<file path="config.mk">
export PLATFORM = sky130hd
export DESIGN_NAME = run_controller_flat
export DESIGN_NICKNAME = d
export VERILOG_FILES = /design/src/rtl/run_controller_pkg.sv /design/src/rtl/run_controller_if.sv /design/src/rtl/run_controller_reset_sync.sv /design/src/rtl/run_controller.sv /design/src/flat_wrapper.sv
export SDC_FILE = /design/constraint.sdc
export NUM_CORES = 1
export LEC_CHECK = 0
export CAP_MARGIN = 20
export CORE_ASPECT_RATIO = 2
export CORE_MARGIN = 2
export CORE_UTILIZATION = 60
export CTS_BUF_LIST = sky130_fd_sc_hd__clkbuf_8
export DETAILED_ROUTE_END_ITERATION = 7
export MAX_ROUTING_LAYER = met4
export PLACE_DENSITY = 0.89
export SYNTH_ARGS = -nofsm -noshare
export SYNTH_HDL_FRONTEND = slang
export SYNTH_SLANG_ARGS = --single-unit
</file>
<file path="constraint.sdc">
create_clock -name clk -period 5.57 [get_ports clk]
set_clock_uncertainty 0.05 [all_clocks]
set_input_delay 1.114 -clock clk [delete_from_list [all_inputs] [get_ports clk]]
set_output_delay 1.114 -clock clk [all_outputs]
set_load 0.05 [all_outputs]
</file>
<file path="src/rtl/run_controller_pkg.sv">
// Shared types and default constants for the run controller.
package run_ctrl_pkg;

  typedef enum logic [2:0] {
    ST_SYNC    = 3'd0,
    ST_HOLD    = 3'd1,
    ST_RUN     = 3'd2,
    ST_DONE    = 3'd3,
    ST_TIMEOUT = 3'd4
  } run_state_e;

  localparam int RUN_CTRL_RST_HOLD = 4;
  localparam int RUN_CTRL_TIMEOUT  = 200;

endpackage

</file>
<file path="src/rtl/run_controller_if.sv">
// Core-facing control/status bundle of the run controller.
interface run_controller_if #(
  parameter int CNT_W = 32
);
  logic             halt_i;
  logic             retire_i;
  logic             restart_i;
  logic             core_reset_o;
  logic             run_o;
  logic             done_o;
  logic             timeout_o;
  logic [CNT_W-1:0] cycle_cnt_o;
  logic [CNT_W-1:0] retire_cnt_o;

  modport master (
    output halt_i, retire_i, restart_i,
    input  core_reset_o, run_o, done_o, timeout_o, cycle_cnt_o, retire_cnt_o
  );

  modport slave (
    input  halt_i, retire_i, restart_i,
    output core_reset_o, run_o, done_o, timeout_o, cycle_cnt_o, retire_cnt_o
  );
endinterface

</file>
<file path="src/rtl/run_controller_reset_sync.sv">
// Two-flop synchroniser for reset deassertion; clears asynchronously on reset low.
module reset_sync (
  input  logic clk,
  input  logic reset,
  output logic sync_o
);
  logic [1:0] sync_q;
  logic [1:0] sync_d;

  always_comb begin
    sync_d = {sync_q[0], 1'b1};
  end

  always_ff @(posedge clk or negedge reset) begin
    if (!reset) begin
      sync_q <= 2'b00;
    end else begin
      sync_q <= sync_d;
    end
  end

  assign sync_o = sync_q[1];
endmodule

</file>
<file path="src/rtl/run_controller.sv">
// Core reset/run sequencer with cycle and retire counters.
// Watchdog (TIMEOUT state) is built only when RUN_CTRL_WATCHDOG_EN is defined.
//
// state   | meaning
// SYNC    | waiting for synchronised reset release
// HOLD    | core held in reset for RST_HOLD cycles
// RUN     | core running, counters active
// DONE    | core halted, results frozen
// TIMEOUT | watchdog expired, results frozen
module run_controller
  import run_ctrl_pkg::*;
#(
  parameter int RST_HOLD = RUN_CTRL_RST_HOLD,
  parameter int CNT_W    = 32,
  parameter int TIMEOUT  = RUN_CTRL_TIMEOUT
) (
  input logic              clk,
  input logic              reset,
  run_controller_if.slave  bus
);
  localparam int HOLD_W = $clog2(RST_HOLD + 1);
  localparam logic [HOLD_W-1:0] HOLD_LAST = HOLD_W'(RST_HOLD - 1);
  localparam logic [CNT_W-1:0]  CNT_MAX   = '1;
`ifdef RUN_CTRL_WATCHDOG_EN
  localparam logic [CNT_W-1:0]  TMO_C     = CNT_W'(TIMEOUT);
`endif

  logic             sync_rel;
  run_state_e       state_q, state_d;
  logic [HOLD_W-1:0] hold_q, hold_d;
  logic [CNT_W-1:0] cycle_q, cycle_d, cycle_inc;
  logic [CNT_W-1:0] retire_q, retire_d, retire_inc;
  logic             core_reset_q, core_reset_d;
  logic             run_q, run_d;
  logic             done_q, done_d;
  logic             timeout_q, timeout_d;

  reset_sync u_reset_sync (
    .clk    (clk),
    .reset  (reset),
    .sync_o (sync_rel)
  );

  always_comb begin
    state_d    = state_q;
    hold_d     = hold_q;
    cycle_d    = cycle_q;
    retire_d   = retire_q;
    cycle_inc  = (cycle_q == CNT_MAX) ? cycle_q : cycle_q + CNT_W'(1);
    retire_inc = (retire_q == CNT_MAX) ? retire_q : retire_q + CNT_W'(1);

    case (state_q)
      ST_SYNC: begin
        if (sync_rel) begin
          state_d = ST_HOLD;
          hold_d  = '0;
        end
      end
      ST_HOLD: begin
        hold_d = hold_q + HOLD_W'(1);
        if (hold_q == HOLD_LAST) state_d = ST_RUN;
      end
      ST_RUN: begin
        cycle_d = cycle_inc;
        if (bus.retire_i) retire_d = retire_inc;
        // halt takes priority over a simultaneous watchdog hit
        if (bus.halt_i) begin
          state_d = ST_DONE;
        end
`ifdef RUN_CTRL_WATCHDOG_EN
        else if (cycle_inc == TMO_C) begin
          state_d = ST_TIMEOUT;
        end
`endif
      end
      ST_DONE, ST_TIMEOUT: begin
        if (bus.restart_i) begin
          state_d  = ST_HOLD;
          hold_d   = '0;
          cycle_d  = '0;
          retire_d = '0;
        end
      end
      default: state_d = ST_SYNC;
    endcase

    core_reset_d = (state_d != ST_RUN);
    run_d        = (state_d == ST_RUN);
    done_d       = (state_d == ST_DONE) || (state_d == ST_TIMEOUT);
    timeout_d    = (state_d == ST_TIMEOUT);
  end

  always_ff @(posedge clk or negedge reset) begin
    if (!reset) begin
      state_q      <= ST_SYNC;
      hold_q       <= '0;
      cycle_q      <= '0;
      retire_q     <= '0;
      core_reset_q <= 1'b1;
      run_q        <= 1'b0;
      done_q       <= 1'b0;
      timeout_q    <= 1'b0;
    end else begin
      state_q      <= state_d;
      hold_q       <= hold_d;
      cycle_q      <= cycle_d;
      retire_q     <= retire_d;
      core_reset_q <= core_reset_d;
      run_q        <= run_d;
      done_q       <= done_d;
      timeout_q    <= timeout_d;
    end
  end

  assign bus.core_reset_o = core_reset_q;
  assign bus.run_o        = run_q;
  assign bus.done_o       = done_q;
`ifdef RUN_CTRL_WATCHDOG_EN
  assign bus.timeout_o    = timeout_q;
`else
  assign bus.timeout_o    = 1'b0;
`endif
  assign bus.cycle_cnt_o  = cycle_q;
  assign bus.retire_cnt_o = retire_q;
endmodule

</file>
<file path="src/flat_wrapper.sv">
// flat-port wrapper written by rule: the top's interface ports become plain ports
module run_controller_flat import run_ctrl_pkg::*;
#(
  parameter int RST_HOLD = RUN_CTRL_RST_HOLD,
  parameter int CNT_W    = 32,
  parameter int TIMEOUT  = RUN_CTRL_TIMEOUT
)
  (clk, reset, bus_halt_i, bus_retire_i, bus_restart_i, bus_core_reset_o, bus_run_o, bus_done_o, bus_timeout_o, bus_cycle_cnt_o, bus_retire_cnt_o);
  run_controller_if #(.CNT_W(CNT_W)) bus_i ();
  input logic clk;
  input logic reset;
  input wire logic [$bits(bus_i.halt_i)-1:0] bus_halt_i;
  input wire logic [$bits(bus_i.retire_i)-1:0] bus_retire_i;
  input wire logic [$bits(bus_i.restart_i)-1:0] bus_restart_i;
  output wire logic [$bits(bus_i.core_reset_o)-1:0] bus_core_reset_o;
  output wire logic [$bits(bus_i.run_o)-1:0] bus_run_o;
  output wire logic [$bits(bus_i.done_o)-1:0] bus_done_o;
  output wire logic [$bits(bus_i.timeout_o)-1:0] bus_timeout_o;
  output wire logic [$bits(bus_i.cycle_cnt_o)-1:0] bus_cycle_cnt_o;
  output wire logic [$bits(bus_i.retire_cnt_o)-1:0] bus_retire_cnt_o;
  assign bus_i.halt_i = bus_halt_i;
  assign bus_i.retire_i = bus_retire_i;
  assign bus_i.restart_i = bus_restart_i;
  assign bus_core_reset_o = bus_i.core_reset_o;
  assign bus_run_o = bus_i.run_o;
  assign bus_done_o = bus_i.done_o;
  assign bus_timeout_o = bus_i.timeout_o;
  assign bus_cycle_cnt_o = bus_i.cycle_cnt_o;
  assign bus_retire_cnt_o = bus_i.retire_cnt_o;
  run_controller #(.RST_HOLD(RST_HOLD), .CNT_W(CNT_W), .TIMEOUT(TIMEOUT)) u_core (.clk(clk), .reset(reset), .bus(bus_i));
endmodule
</file>
==> results.md, run 1 <==
- Root Driver: clkbuf_8
- Sequential share of the synthesized area: a little over two fifths
- Worst-case clock buffer depth: 2
- Sink Count: 75
- Hold Crit Depth: 0
- RSZ-0062 raised after global routing: no
- Register bit total from synthesis: 75
- Diode count: 0
- P per Cell Area: about 440 nW/µm²
- Largest net degree at the start of global routing: 59
- Global-route wire length before repair: around 20000 µm
- Mapped Area: 4330 µm²
- Core Area: slightly below 7000 µm²
- Largest cells by area after synthesis: dfrtp_1 (43%), a31oi_1 (5.5%), o31ai_1 (4.0%), nand2_1 (3.9%), nand4_1 (3.3%)
- Antenna violations before repair: 0
- Final worst-path cycle share: 58.5%
- CTS tree: done
- Fin Hold WS: 0.312 ns
- Max Freq: approximately 0.31 GHz
- Final-report setup violation count: 0
- GRT Total Usage: 32.5%
- Async set or reset register ratio after synthesis: 100%
- Max_cap viols: 0
- Setup_tns: 0 ns
- Setup slack at placement: 1.95 ns
- CP Class: in2reg
- Most common cell after layout, fill and taps aside: dfrtp_1
- Commonest non-fill, non-tap cells in the layout: dfrtp_1 (74), clkdlybuf4s50_1 (70), nand2_1 (45)
- Drt initial violations: 425
- Vias in the first global route: between 4000 and 5000
- Clk Latency, worst-skew pair: 0.36 ns
- Hold Crit Start: u_core.u_reset_sync.sync_q[0]$_DFF_PN0_
- EDFF count, synth: 0
- Mean area per synthesized cell: 9.08 µm²
- Fin crit period: roughly 3.3 ns
- H-tree Lvls: 3
- Antenna Nets Post-Route: 0
- Lkg Pwr: roughly 2.1 nW
- I/O Buffers: between 70 and 80
- CTS Hold Bufs: 0
- RePlAce Congestion: ~0.99
- Via density: 6.97
- Die Height: 124 µm
- Arrival @ worst endpoint: 3.48 ns
- Vias: 4425
- P&R area growth vs syn: 22.0%
- Routed WL: around 12000 µm
- Share of layout cells above drive strength 1: ~7.3%
- Slew headroom: between 15 and 20%
- Final Hold Fails: 0
- Worst hold path type: reg2reg
- Cell taking the most area after synthesis: dfrtp_1
- Die span in x: roughly 64 µm
- Critical-path maximum fanout: 13
- Remaining Overflow, GRT: 0
- Num rows: between 40 and 50
- Worst Path Required: roughly 5.8 ns
- Total power: 2.31 mW
- Worst-Margin Slew: 1.24 ns
- Critical Path Source Type: input pin
- Final instance area: approximately 5300 µm²
- Drt wl/cell: around 19 µm
- Residual DRC count: 0
- Cell variety after synth: 61
- Post-CTS Setup Inserts: 0
- Syn nets: 486
- Crit path launch: bus_restart_i
- Initial Util: 62.4%
- # IOs: 73
- Post-Syn Instances: 477
- CTS resizes: 0
- Max-slew violation count: 0
- Pre-antenna DRT Iters: 5
- DP HPWL: approximately 8500 µm
- Num CTS Buffers: 9
- Worst-path clk slew: approximately 0.080 ns
- VDD IR max: about 0.20 mV
- Outcome: finished, final reports clean
- Die area: between 7000 and 8000 µm²
- Length in cells of the worst reg-to-reg path: 7
- Worst setup margin: 2.31 ns
- Ys Warns: 0
- Setup crit end kind: flop
- Ys flop type: dfrtp_1
- Hold Path End: u_core.u_reset_sync.sync_q[1]$_DFF_PN0_
- Placed inst area: slightly above 5000 µm²
- Critical R2R Launch: u_core.bus.cycle_cnt_o[0]$_DFFE_PN0P_
- Reg2Reg Setup Slack: 2.56 ns
- Reg-to-reg endpoint: u_core.bus.cycle_cnt_o[21]$_DFFE_PN0P_
- Layout Nets: ~550
- Yosys top cell area share: a little over two fifths
- # fillers: 506
where the power goes:
group | switching, mW | internal (mW)
Sequential | 0.183 | 0.667
Clock | 0.206 | 0.183
Combinational | 0.710 | 0.358
Total | 1.10 | 1.21
metal layers:
layer	up-vias	global-route usage, %	wire [µm]
met1	2142	32.8	4310
met3	71	5.06	611
met2	230	56.6	6440
met4	0	23.0	733
met5	-	-	0
li1	1982	-	-
logic make-up after synthesis:
kind of cell	count (synthesis)	synth area share, %
AOI/OAI and AO/OA	154	24.4
adders and majority gates	4	1.16
buffers and inverters	37	4.04
DFF	75	43.4
muxes	3	0.722
other	2	0.173
and+or+nand+nor	202	26.1
cell usage after synthesis (6+ instances only):
| cell type | count |
|---|---|
| a211o_1 | 6 |
| a21oi_1 | 17 |
| a221o_1 | 8 |
| a31oi_1 | 38 |
| a41oi_1 | 10 |
| and2_1 | 10 |
| and3_1 | 20 |
| buf_2 | 8 |
| clkbuf_1 | 13 |
| dfrtp_1 | 74 |
| inv_1 | 11 |
| nand2_1 | 45 |
| nand3_1 | 25 |
| nand4_1 | 23 |
| nor2_1 | 25 |
| nor3_1 | 12 |
| o21ai_0 | 22 |
| o31ai_1 | 23 |
worst max-delay path: stages:
cell	delay (ns)
clkdlybuf4s50_1	0.53
and3b_1	0.27
o21ai_0	0.14
a21boi_1	0.80
buf_4	0.35
nor2_2	0.09
a22oi_1	0.19
flip-flops by register name, summed over array words and instances, names as in the netlist:
name,cells
u_core.bus.cycle_cnt_o,32
u_core.bus.run_o,1
u_core.state_q,3
u_core.hold_q,3
u_core.u_reset_sync.sync_q,2
u_core.bus.done_o,1
u_core.bus.retire_cnt_o,32
u_core.bus.core_reset_o,1
stage by stage:
| stage | cells | util, % |
|---|---|---|
| floorplan | 477 | - |
| global placement | 617 | 73.0 |
| detailed placement | 618 | 73.4 |
| CTS | 634 | 76.0 |
| global route | 635 | 76.1 |
| finish | 635 | 76.1 |
worst max path at each step:
stage                                                        end  slack (ns)  depth (start not counted)
after global routing      u_core.bus.cycle_cnt_o[12]$_DFFE_PN0P_        2.04                          7
after global placement    u_core.bus.cycle_cnt_o[12]$_DFFE_PN0P_        2.04                          7
after floorplan           u_core.bus.cycle_cnt_o[18]$_DFFE_PN0P_        2.98                          8
after detailed placement  u_core.bus.cycle_cnt_o[12]$_DFFE_PN0P_        1.95                          7
after CTS                 u_core.bus.cycle_cnt_o[12]$_DFFE_PN0P_        2.33                          7
final                     u_core.bus.cycle_cnt_o[20]$_DFFE_PN0P_        2.31                          7
cell type report:
type | instances | area, µm² | area share [%]
clock buffer | 11 | 151 | 2.87
clock inverter | 5 | 28.8 | 0.545
inverter | 11 | 41.3 | 0.781
multi-input combinational | 365 | 2290 | 43.4
sequential | 75 | 1880 | 35.5
tap | 90 | 113 | 2.13
timing repair buffer | 78 | 778 | 14.7
Power figures use the tool's default switching activity.
==> inputs of run 2 (changes only) <==
--- a/config.mk
+++ b/config.mk
@@ -8,11 +8,11 @@
 export CAP_MARGIN = 20
 export CORE_ASPECT_RATIO = 2
 export CORE_MARGIN = 2
-export CORE_UTILIZATION = 60
+export CORE_UTILIZATION = 55
 export CTS_BUF_LIST = sky130_fd_sc_hd__clkbuf_8
 export DETAILED_ROUTE_END_ITERATION = 7
 export MAX_ROUTING_LAYER = met4
-export PLACE_DENSITY = 0.89
+export PLACE_DENSITY = 0.82
 export SYNTH_ARGS = -nofsm -noshare
 export SYNTH_HDL_FRONTEND = slang
 export SYNTH_SLANG_ARGS = --single-unit
==> constraint.sdc (replaced) <==
create_clock -name clk -period 3.09 [get_ports clk]
set_clock_uncertainty 0.05 [all_clocks]
set_input_delay 0.618 -clock clk [delete_from_list [all_inputs] [get_ports clk]]
set_output_delay 0.618 -clock clk [all_outputs]
set_load 0.05 [all_outputs]
==> run 2 against run 1 <==
Net effect:
- combinational power rose by 80%
- die area rose by 8.7%
- sequential power rose by 80%
- total power rose by 90%
- worst setup slack got worse by 1.9 ns
- flip-flop and latch count did not move
- count of clock-buffer cells in the layout fell by 2
- via count fell by 2.6%
- largest power group unchanged
==> results.md, run 2 (synthesized netlist as in run 1, its figures left out) <==
- Via density: between 6 and 7
- Antenna Nets Post-Route: 0
- Num rows: 45
- Utilization after layout: between 70 and 80%
- Commonest non-fill, non-tap cells in the layout: dfrtp_1 (74), clkdlybuf4s50_1 (70), nand2_1 (45)
- Residual DRC count: 0
- Worst-path clk slew: around 0.080 ns
- Vias in the first global route: about 4300
- Die area: 8640 µm²
- # IOs: 73
- Critical-path maximum fanout: 10
- Critical path, cell by cell: ha_1 -> nand3_1 -> nor4_2 -> and4_1 -> or2_1 -> a221o_1
- Max Freq: between 0.3 and 0.4 GHz
- Die Height: approximately 130 µm
- Worst path bufs/invs: 0
- Setup crit end kind: flop
- Worst Path Required: 3.33 ns
- Outcome: finished, final reports clean
- CTS resizes: 0
- Setup_tns: 0 ns
- Worst hold path type: in2async
- Most common cell after layout, fill and taps aside: dfrtp_1
- # fillers: 592
- Share of total power in combinational logic: between 40% and 50%
- Diode count: 0
- Die span in x: 66.8 µm
- Clk Latency, worst-skew pair: between 0.3 and 0.4 ns
- P&R area growth vs syn: 25.0%
- Pre-antenna DRT Iters: 5
- GRT Total Usage: between 30% and 40%
- Seq pwr share: a little over a third
- VDD IR max: around 0.36 mV
- Fin crit period: roughly 2.7 ns
- Crit path launch: u_core.bus.retire_cnt_o[1]$_DFFE_PN0P_
- Drt initial violations: 405
- Multi-input combinational cell area: between 2000 and 2500 µm²
- Initial Util: between 50 and 60%
- Largest net degree at the start of global routing: 76
- Worst-case clock buffer depth: 2
- Drt wl/cell: 18.7 µm
- Worst-Margin Slew: 0.879 ns
- Sequential cell area: 1880 µm²
- I/O Buffers: between 70 and 80
- H-tree Lvls: 3
- Core Area: ~7600 µm²
- Share of layout cells above drive strength 1: 8.86%
- Final-report setup violation count: 0
- CP Class: reg2reg
- Max stage delay cell, worst path: nor4_2
- Net switching power: around 2.0 mW
- DP HPWL: around 8700 µm
- P per Cell Area: 808 nW/µm²
- Vias: about 4300
- Root Driver: clkbuf_8
- Crit-path max cell delay: a little over 0.7 ns
- Critical R2R Launch: u_core.bus.retire_cnt_o[1]$_DFFE_PN0P_
- CTS tree: done
- Max_cap viols: 0
- Lkg Pwr: roughly 2.1 nW
- Pint: 2.39 mW
- Slew headroom: approximately two fifths
- Critical Path Source Type: flop
- Clk network pwr share: between 20% and 30%
- Setup slack at placement: 0.228 ns
- Final Hold Fails: 0
- Final worst-path cycle share: just under 90%
- Num CTS Buffers: 9
- Layout Nets: 557
- Sw Share: a little under half
- CTS Hold Bufs: 0
- Top delay family on crit path: simple AND/OR/NAND/NOR gates
- Fin Hold WS: about 0.23 ns
- Routed WL: approximately 12000 µm
- Remaining Overflow, GRT: 0
- Sink Count: 75
- Global-route wire length before repair: 19700 µm
- Max-slew violation count: 0
- Post-CTS Setup Inserts: 0
- Arrival @ worst endpoint: a little under 3 ns
- Worst setup margin: between 0.4 and 0.5 ns
- RSZ-0062 raised after global routing: no
- Antenna violations before repair: 0
- RePlAce Congestion: 0.923
==> run 2: cell count changes in the layout (fill, tap and decap cells not counted) <==
| cell | before | now |
|---|---|---|
| inv_1 | 12 | 11 |
| buf_12 | 0 | 2 |
| buf_16 | 1 | 0 |
| bufinv_16 | 0 | 3 |
| clkbuf_8 | 11 | 9 |
| clkinv_4 | 0 | 1 |
| buf_4 | 6 | 13 |
| clkinvlp_4 | 2 | 1 |
==> run 2: area by class of cell <==
cell class / instances / share of cell area, %
inverters: 11 / 0.763
clock buffers: 9 / 2.29
well taps: 94 / 2.17
clock inverters: 7 / 2.15
flip-flops and latches: 75 / 34.7
multi-input cells: 365 / 42.4
repair buffers: 86 / 15.6
==> run 2: per-stage QoR <==
| stage | instance area, µm² | std cells | power (mW) |
|---|---|---|---|
| CTS | 5410 | 647 | 4.38 |
| global placement | 5170 | 631 | 3.40 |
| detailed placement | 5170 | 631 | 3.47 |
| global route | 5410 | 647 | 4.60 |
| floorplan | 4330 | 477 | 2.80 |
| finish | 5410 | 647 | 4.38 |
==> run 2: final timing paths <==
kind / to / slack [ns] / depth (start not counted)
min in group clk: u_core.u_reset_sync.sync_q[1]$_DFF_PN0_ / 0.30 / 0
min reg2reg: u_core.u_reset_sync.sync_q[1]$_DFF_PN0_ / 0.30 / 0
max reg2reg: u_core.bus.retire_cnt_o[21]$_DFFE_PN0P_ / 0.40 / 6
max: u_core.bus.retire_cnt_o[21]$_DFFE_PN0P_ / 0.40 / 6
max in group asynchronous: u_core.bus.core_reset_o$_DFF_PN1_ / 2.44 / 2
min: u_core.bus.cycle_cnt_o[16]$_DFFE_PN0P_ / 0.23 / 2
==> run 2: metal layers <==
layer | wire [µm] | GRT usage [%]
met5 | 0 | -
met4 | 560 | 18.1
met1 | 4280 | 30.1
met2 | 6810 | 54.5
met3 | 429 | 3.73
==> run 2: power groups by stage <==
stage	combinational [mW]	clock, mW	sequential (mW)
2_1_floorplan	0.703	0	2.10
3_3_place_gp	1.88	0	1.52
3_5_place_dp	1.93	0	1.54
4_1_cts	1.94	0.923	1.52
5_1_grt	2.07	0.962	1.57
6_report	1.93	0.918	1.53
==> inputs of run 3 (changes only) <==
--- a/config.mk
+++ b/config.mk
@@ -13,6 +13,7 @@
 export DETAILED_ROUTE_END_ITERATION = 7
 export MAX_ROUTING_LAYER = met4
 export PLACE_DENSITY = 0.82
+export SLEW_MARGIN = 5
 export SYNTH_ARGS = -nofsm -noshare
 export SYNTH_HDL_FRONTEND = slang
 export SYNTH_SLANG_ARGS = --single-unit
==> results of run 3 <==
No change in the layout: final DEF, timing and power equal those of run 2.
